===== config.mk =====
export PLATFORM = sky130hd
export DESIGN_NAME = ifu_fetch_ctrl
export DESIGN_NICKNAME = d
export VERILOG_FILES = /design/src/rtl/ifu_fetch_ctrl.sv
export SDC_FILE = /design/constraint.sdc
export NUM_CORES = 1
export LEC_CHECK = 0
export CAP_MARGIN = 20
export CELL_PAD_IN_SITES_DETAIL_PLACEMENT = 0
export CELL_PAD_IN_SITES_GLOBAL_PLACEMENT = 1
export CORE_MARGIN = 2
export CORE_UTILIZATION = 46
export CTS_CLUSTER_SIZE = 12
export DETAILED_ROUTE_END_ITERATION = 7
export DONT_BUFFER_PORTS = 1
export PLACE_DENSITY_LB_ADDON = 0.1
export SYNTH_ARGS = -nofsm -noshare
export SYNTH_HDL_FRONTEND = slang
export SYNTH_SLANG_ARGS = --single-unit

===== constraint.sdc =====
create_clock -name clk -period 3.15 [get_ports clk]
set_clock_uncertainty 0.2 [all_clocks]
set_input_delay 0.63 -clock clk [delete_from_list [all_inputs] [get_ports clk]]
set_output_delay 0.63 -clock clk [all_outputs]
set_load 0.005 [all_outputs]

===== src/rtl/ifu_fetch_ctrl.sv =====
// Fetch controller: issues paired imem requests (pc, pc+4) and tracks fetch/stall counts.
// Latency: imem_req/fetch_vld are combinational from state and this cycle's inputs.
// Backpressure: instBuffer_full or !imem_rdy holds pc; start/halt/flush suppress the write.
module ifu_fetch_ctrl #(
   parameter int                     PC_WIDTH  = 32,
   parameter logic [PC_WIDTH-1:0]    RESET_PC  = '0,
   parameter int                     CNT_WIDTH = 16
) (
   input  logic                  clk,
   input  logic                  rst_n,
   input  logic                  sync_start_pulse,
   input  logic [PC_WIDTH-1:0]   start_pc,
   input  logic                  halt_req,
   input  logic                  bru_flush,
   input  logic [PC_WIDTH-1:0]   bru_target_pc,
   input  logic                  instBuffer_full,
   input  logic                  imem_rdy,
   output logic                  imem_req,
   output logic [PC_WIDTH-1:0]   imem_addr_0,
   output logic [PC_WIDTH-1:0]   imem_addr_1,
   output logic                  fetch_vld,
   output logic [PC_WIDTH-1:0]   pc_out_0,
   output logic [PC_WIDTH-1:0]   pc_out_1,
   output logic                  unalign_pc_out_0,
   output logic                  unalign_pc_out_1,
   output logic [1:0]            fetch_state,
   output logic [CNT_WIDTH-1:0]  fetch_cnt,
   output logic [CNT_WIDTH-1:0]  stall_cnt
);

   localparam logic [1:0] ST_IDLE  = 2'd0;
   localparam logic [1:0] ST_FETCH = 2'd1;
   localparam logic [1:0] ST_HALT  = 2'd2;

   logic [1:0]          state, state_nxt;
   logic [PC_WIDTH-1:0] pc, pc_nxt, pc_plus4;
   logic                stall_inc;

   always_ff @(posedge clk or negedge rst_n) begin
      if (!rst_n) begin
         state <= ST_IDLE;
      end else begin
         state <= state_nxt;
      end
   end

   always_comb begin
      state_nxt = ST_IDLE;
      case (state)
         ST_IDLE:  state_nxt = sync_start_pulse ? ST_FETCH : ST_IDLE;
         ST_HALT:  state_nxt = sync_start_pulse ? ST_FETCH : ST_HALT;
         ST_FETCH: begin
            if (sync_start_pulse)  state_nxt = ST_FETCH;
            else if (halt_req)     state_nxt = ST_HALT;
            else                   state_nxt = ST_FETCH;
         end
         default:  state_nxt = ST_IDLE;
      endcase
   end

   // Any redirect clears the buffer this cycle, so no write may land alongside it.
   always_comb begin
      imem_req  = (state == ST_FETCH) & ~instBuffer_full & ~sync_start_pulse
                  & ~halt_req & ~bru_flush;
      fetch_vld = imem_req & imem_rdy;
   end

   always_comb begin
      pc_nxt = pc;
      case (state)
         ST_IDLE, ST_HALT: begin
            if (sync_start_pulse) pc_nxt = start_pc;
         end
         ST_FETCH: begin
            if (sync_start_pulse)  pc_nxt = start_pc;
            else if (halt_req)     pc_nxt = pc;
            else if (bru_flush)    pc_nxt = bru_target_pc;
            else if (fetch_vld)    pc_nxt = pc + PC_WIDTH'(8);
         end
         default:  pc_nxt = pc;
      endcase
   end

   always_ff @(posedge clk or negedge rst_n) begin
      if (!rst_n) begin
         pc <= RESET_PC;
      end else begin
         pc <= pc_nxt;
      end
   end

   assign stall_inc = (state == ST_FETCH) & instBuffer_full;

   // Counters saturate rather than wrap; a start pulse clears them ahead of any increment.
   always_ff @(posedge clk or negedge rst_n) begin
      if (!rst_n) begin
         fetch_cnt <= '0;
         stall_cnt <= '0;
      end else if (sync_start_pulse) begin
         fetch_cnt <= '0;
         stall_cnt <= '0;
      end else begin
         if (fetch_vld && (fetch_cnt != {CNT_WIDTH{1'b1}}))
            fetch_cnt <= fetch_cnt + CNT_WIDTH'(1);
         if (stall_inc && (stall_cnt != {CNT_WIDTH{1'b1}}))
            stall_cnt <= stall_cnt + CNT_WIDTH'(1);
      end
   end

   assign pc_plus4         = pc + PC_WIDTH'(4);
   assign imem_addr_0      = pc;
   assign imem_addr_1      = pc_plus4;
   assign pc_out_0         = pc;
   assign pc_out_1         = pc_plus4;
   assign unalign_pc_out_0 = |pc[1:0];
   assign unalign_pc_out_1 = |pc_plus4[1:0];
   assign fetch_state      = state;

endmodule


==> results <==
==> routing by layer <==
metal | vias up | GRT usage, %
li1 | 2141 | -
met1 | 2229 | 33.10
met2 | 232 | 43.73
met3 | 28 | 7.349
met4 | 0 | 11.52
met5 | - | 0
==> power by group through the flow <==
| stage | Combinational [mW] | Sequential [mW] | Clock (mW) |
|---|---|---|---|
| finish | 0.831 | 1.07 | 0.997 |
| global route | 0.927 | 1.08 | 1.05 |
| CTS | 0.807 | 1.06 | 1.02 |
| detailed placement | 0.776 | 1.08 | 0 |
| global placement | 0.770 | 1.07 | 0 |
| floorplan | 0.746 | 1.06 | 0 |
==> registers in the layout (all words and copies together) (netlist names) <==
register	cells
fetch_cnt	16
fetch_state	2
imem_addr_0	32
stall_cnt	16
==> area by class of cell <==
cell class | count | area (µm²)
Timing Repair Buffer | 63 | 503.0
Multi-Input combinational cell | 449 | 2920
Sequential cell | 66 | 1653
Clock inverter | 3 | 40.04
Tap cell | 140 | 175.2
Clock buffer | 12 | 246.5
Fill cell | 1094 | 5371
Inverter | 7 | 26.28
==> worst register-to-register path, stage by stage (launching register included) <==
cell	delay [ps]
dfrtp_1	530
or4b_1	710
o221ai_2	250
buf_4	230
nor2_1	110
a311o_1	320
o21ai_1	70
==> synth_stat cells (all sizes together), types with 6 or more instances <==
library cell | n | area [µm²]
a21oi | 29 | 145.1
o211ai | 7 | 52.55
o31ai | 6 | 45.04
a31oi | 8 | 50.05
dfrtp | 66 | 1652
and3 | 7 | 43.79
xnor2 | 34 | 297.8
inv | 7 | 26.28
mux2i | 8 | 80.08
nor2 | 55 | 209.0
or3 | 6 | 42.54
nor3 | 15 | 85.08
xor2 | 23 | 201.4
and4 | 8 | 70.07
nand3 | 39 | 200.2
nand2 | 56 | 217.7
buf | 85 | 600.6
nand4 | 20 | 125.1
nor4 | 11 | 81.32
o21ai | 31 | 155.1
clkbuf | 20 | 75.07
a22oi | 13 | 97.59
==> timing repair <==
action,4_1_cts,5_1_grt
pin swaps,3,12
gates resized for setup,4,19
setup buffers,1,9
endpoints found under the hold margin,66,0
endpoints found under the setup margin,12,22
hold buffers,2,0
==> cell families (layout without fill, tap and decap cells) <==
| family | Yosys count | count (layout) | synth area share, % |
|---|---|---|---|
| flip-flops | 66 | 66 | 31.87 |
| AO/OA/AOI/OAI | 128 | 128 | 16.10 |
| XOR/XNOR | 57 | 57 | 9.633 |
| AND/OR/NAND/NOR | 250 | 250 | 25.91 |
| buffers and inverters | 112 | 85 | 13.54 |
| multiplexers | 10 | 10 | 1.980 |
| adder cells (fa/ha/maj) | 4 | 4 | 0.9658 |
==> how the worst max path moves through the flow <==
stage	endpoint	cells after the start	from
global route	imem_addr_1[28]	8	imem_addr_0[15]
global placement	imem_addr_1[28]	8	imem_addr_0[15]
detailed placement	pc_out_1[28]	8	imem_addr_0[15]
finish	pc_out_1[28]	9	imem_addr_0[3]
floorplan	pc_out_1[24]	8	imem_addr_0[3]
CTS	pc_out_1[29]	8	imem_addr_0[5]
==> stage by stage <==
step,instances,utilization [%],total power [mW]
finish,740,50.88,2.897
global route,740,50.88,3.063
CTS,731,49.49,2.889
detailed placement,713,46.32,1.852
global placement,713,46.32,1.843
floorplan,627,-,1.809
==> results by group <==
Global routing
  • Pin count of the biggest net entering global routing: 67
  • Global route overflow: 0
  • Initial antenna violation count: 0
  • Vias in the first global route: 4416
  • Total Routing Usage GR: 26.74%
  • First-pass GRT wire length: 24.29 mm

Setup path
  • Critical path's most frequent cell: buf_4
  • Endpoint class of the critical path: primary output
  • CP peak stage delay: 400 ps
  • RR Endpoint: imem_addr_0[31]
  • CP max FO: 4
  • Largest delay share family, worst path: simple AND/OR/NAND/NOR gates
  • Worst EP arrival: 2290 ps
  • Setup CP Type: flip-flop to primary output
  • FF-to-FF Start: fetch_state[1]
  • Reg2reg setup slack: 670 ps
  • Crit-path slowest cell: or3_4
  • CP startpoint kind: flip-flop
  • CP Buf/Inv Count: 3
  • Critical Path RT: 2320 ps
  • R2R cell count: 6
  • Worst-path cell chain: ha_4 > nand2_2 > or3_4 > buf_4 > nor3b_4 > buf_6 > nand3_4 > xnor2_2 > buf_4

Placement
  • PortBufs: 0
  • DP Area: 0.005065 mm²
  • Post-DP HPWL: 11.68 mm
  • DP Worst Slack: 207.6 ps
  • Placer Congestion: 0.8808

Drt
  • Routed wire per std cell: 21.86 µm
  • Vias: 4630
  • Routed wl met3: 1.472 mm
  • Via density: 6.257
  • M1 WL: 6.425 mm
  • Iteration-0 DRC Markers: 293
  • Drt drc: 0
  • Met2 wire len: 7.924 mm
  • Routed Antenna Nets: 0
  • First-pass DRT Iterations: 5
  • DR top layer: met4
  • Final Routed Wirelength: 16.18 mm

Cells and area
  • Area Overhead vs Synth: 7.364%
  • Layout cells sized above 1: 17.83%
  • Most frequent cells in the layout: 65 x dfrtp_1, 59 x buf_4, 54 x nand2_1
  • Leading cell type in the layout, fill and taps excluded: dfrtp_1
  • Final instance area: 0.005564 mm²
  • ANT cells: 0
  • Total Nets Final: 671

Timing
  • Slew headroom: 45.73%
  • Measured slew at the worst slew-check pin: 806.6 ps
  • Tightest hold margin: 153.6 ps
  • Final period utilization: 99.00%
  • Final hold vios: 0
  • Slew Limit Fails: 0
  • Peak Freq: 320.7 MHz
  • Tmin final: 3118 ps
  • Setup-failing EPs final: 0
  • Final TNS setup: 0 ps
  • Final worst setup slack: 31.63 ps
  • RSZ-0062 raised after global routing: true

Logic synthesis
  • Mean instance size in the synthesized netlist: 8.266 µm²
  • Post-synth EDFFs: 0
  • Synth unique cells: 68
  • Synthesized cell area: 0.005182 mm²
  • Synth warnings: 0
  • Synth Flop Type: dfrtp_1
  • Register area share after synthesis: 31.87%
  • Post-synth ARST share: 100.0%
  • Synth Instances: 627
  • Flops & latches, synth: 66
  • Synthesized Nets: 702

Hold path
  • Worst Hold Endpoint: stall_cnt[1]
  • Min-delay src: sync_start_pulse
  • Hold WC Path Type: input port to flip-flop
  • Hold path cells: 1

Clock tree
  • Longest Clk Path Bufs: 2
  • Reg clk slew, reported paths: 50 ps
  • CTS tree: built
  • CTS Root Cell: clkbuf_16
  • Num Clock Sinks: 66
  • Clk_lat worst skew: 340 ps
  • Num CTS Buffers: 9
  • H-tree depth: 3

Power
  • Internal: 1.892 mW
  • Clock Power Share: 34.4%
  • Combinational power share: 28.7%
  • Sw Share: 34.67%
  • Reg power frac: 36.9%
  • Net Switching: 1.004 mW
  • PD cells: 520.6 mW/mm²
  • Leak pwr: 2.234 nW
  • Max VDD drop: 0.2843 mV

Status
  • Status: complete, no violations

Floorplanning
  • Total die area: 0.01213 mm²
  • Core Area: 0.01094 mm²
  • Initial Util: 47.39%
  • Die height: 110.1 µm
  • Chip width: 110.1 µm
  • IO Count: 237
  • Num rows: 38

Job
  • Max-cap violations: 0
(Power assumes the default switching activity.)
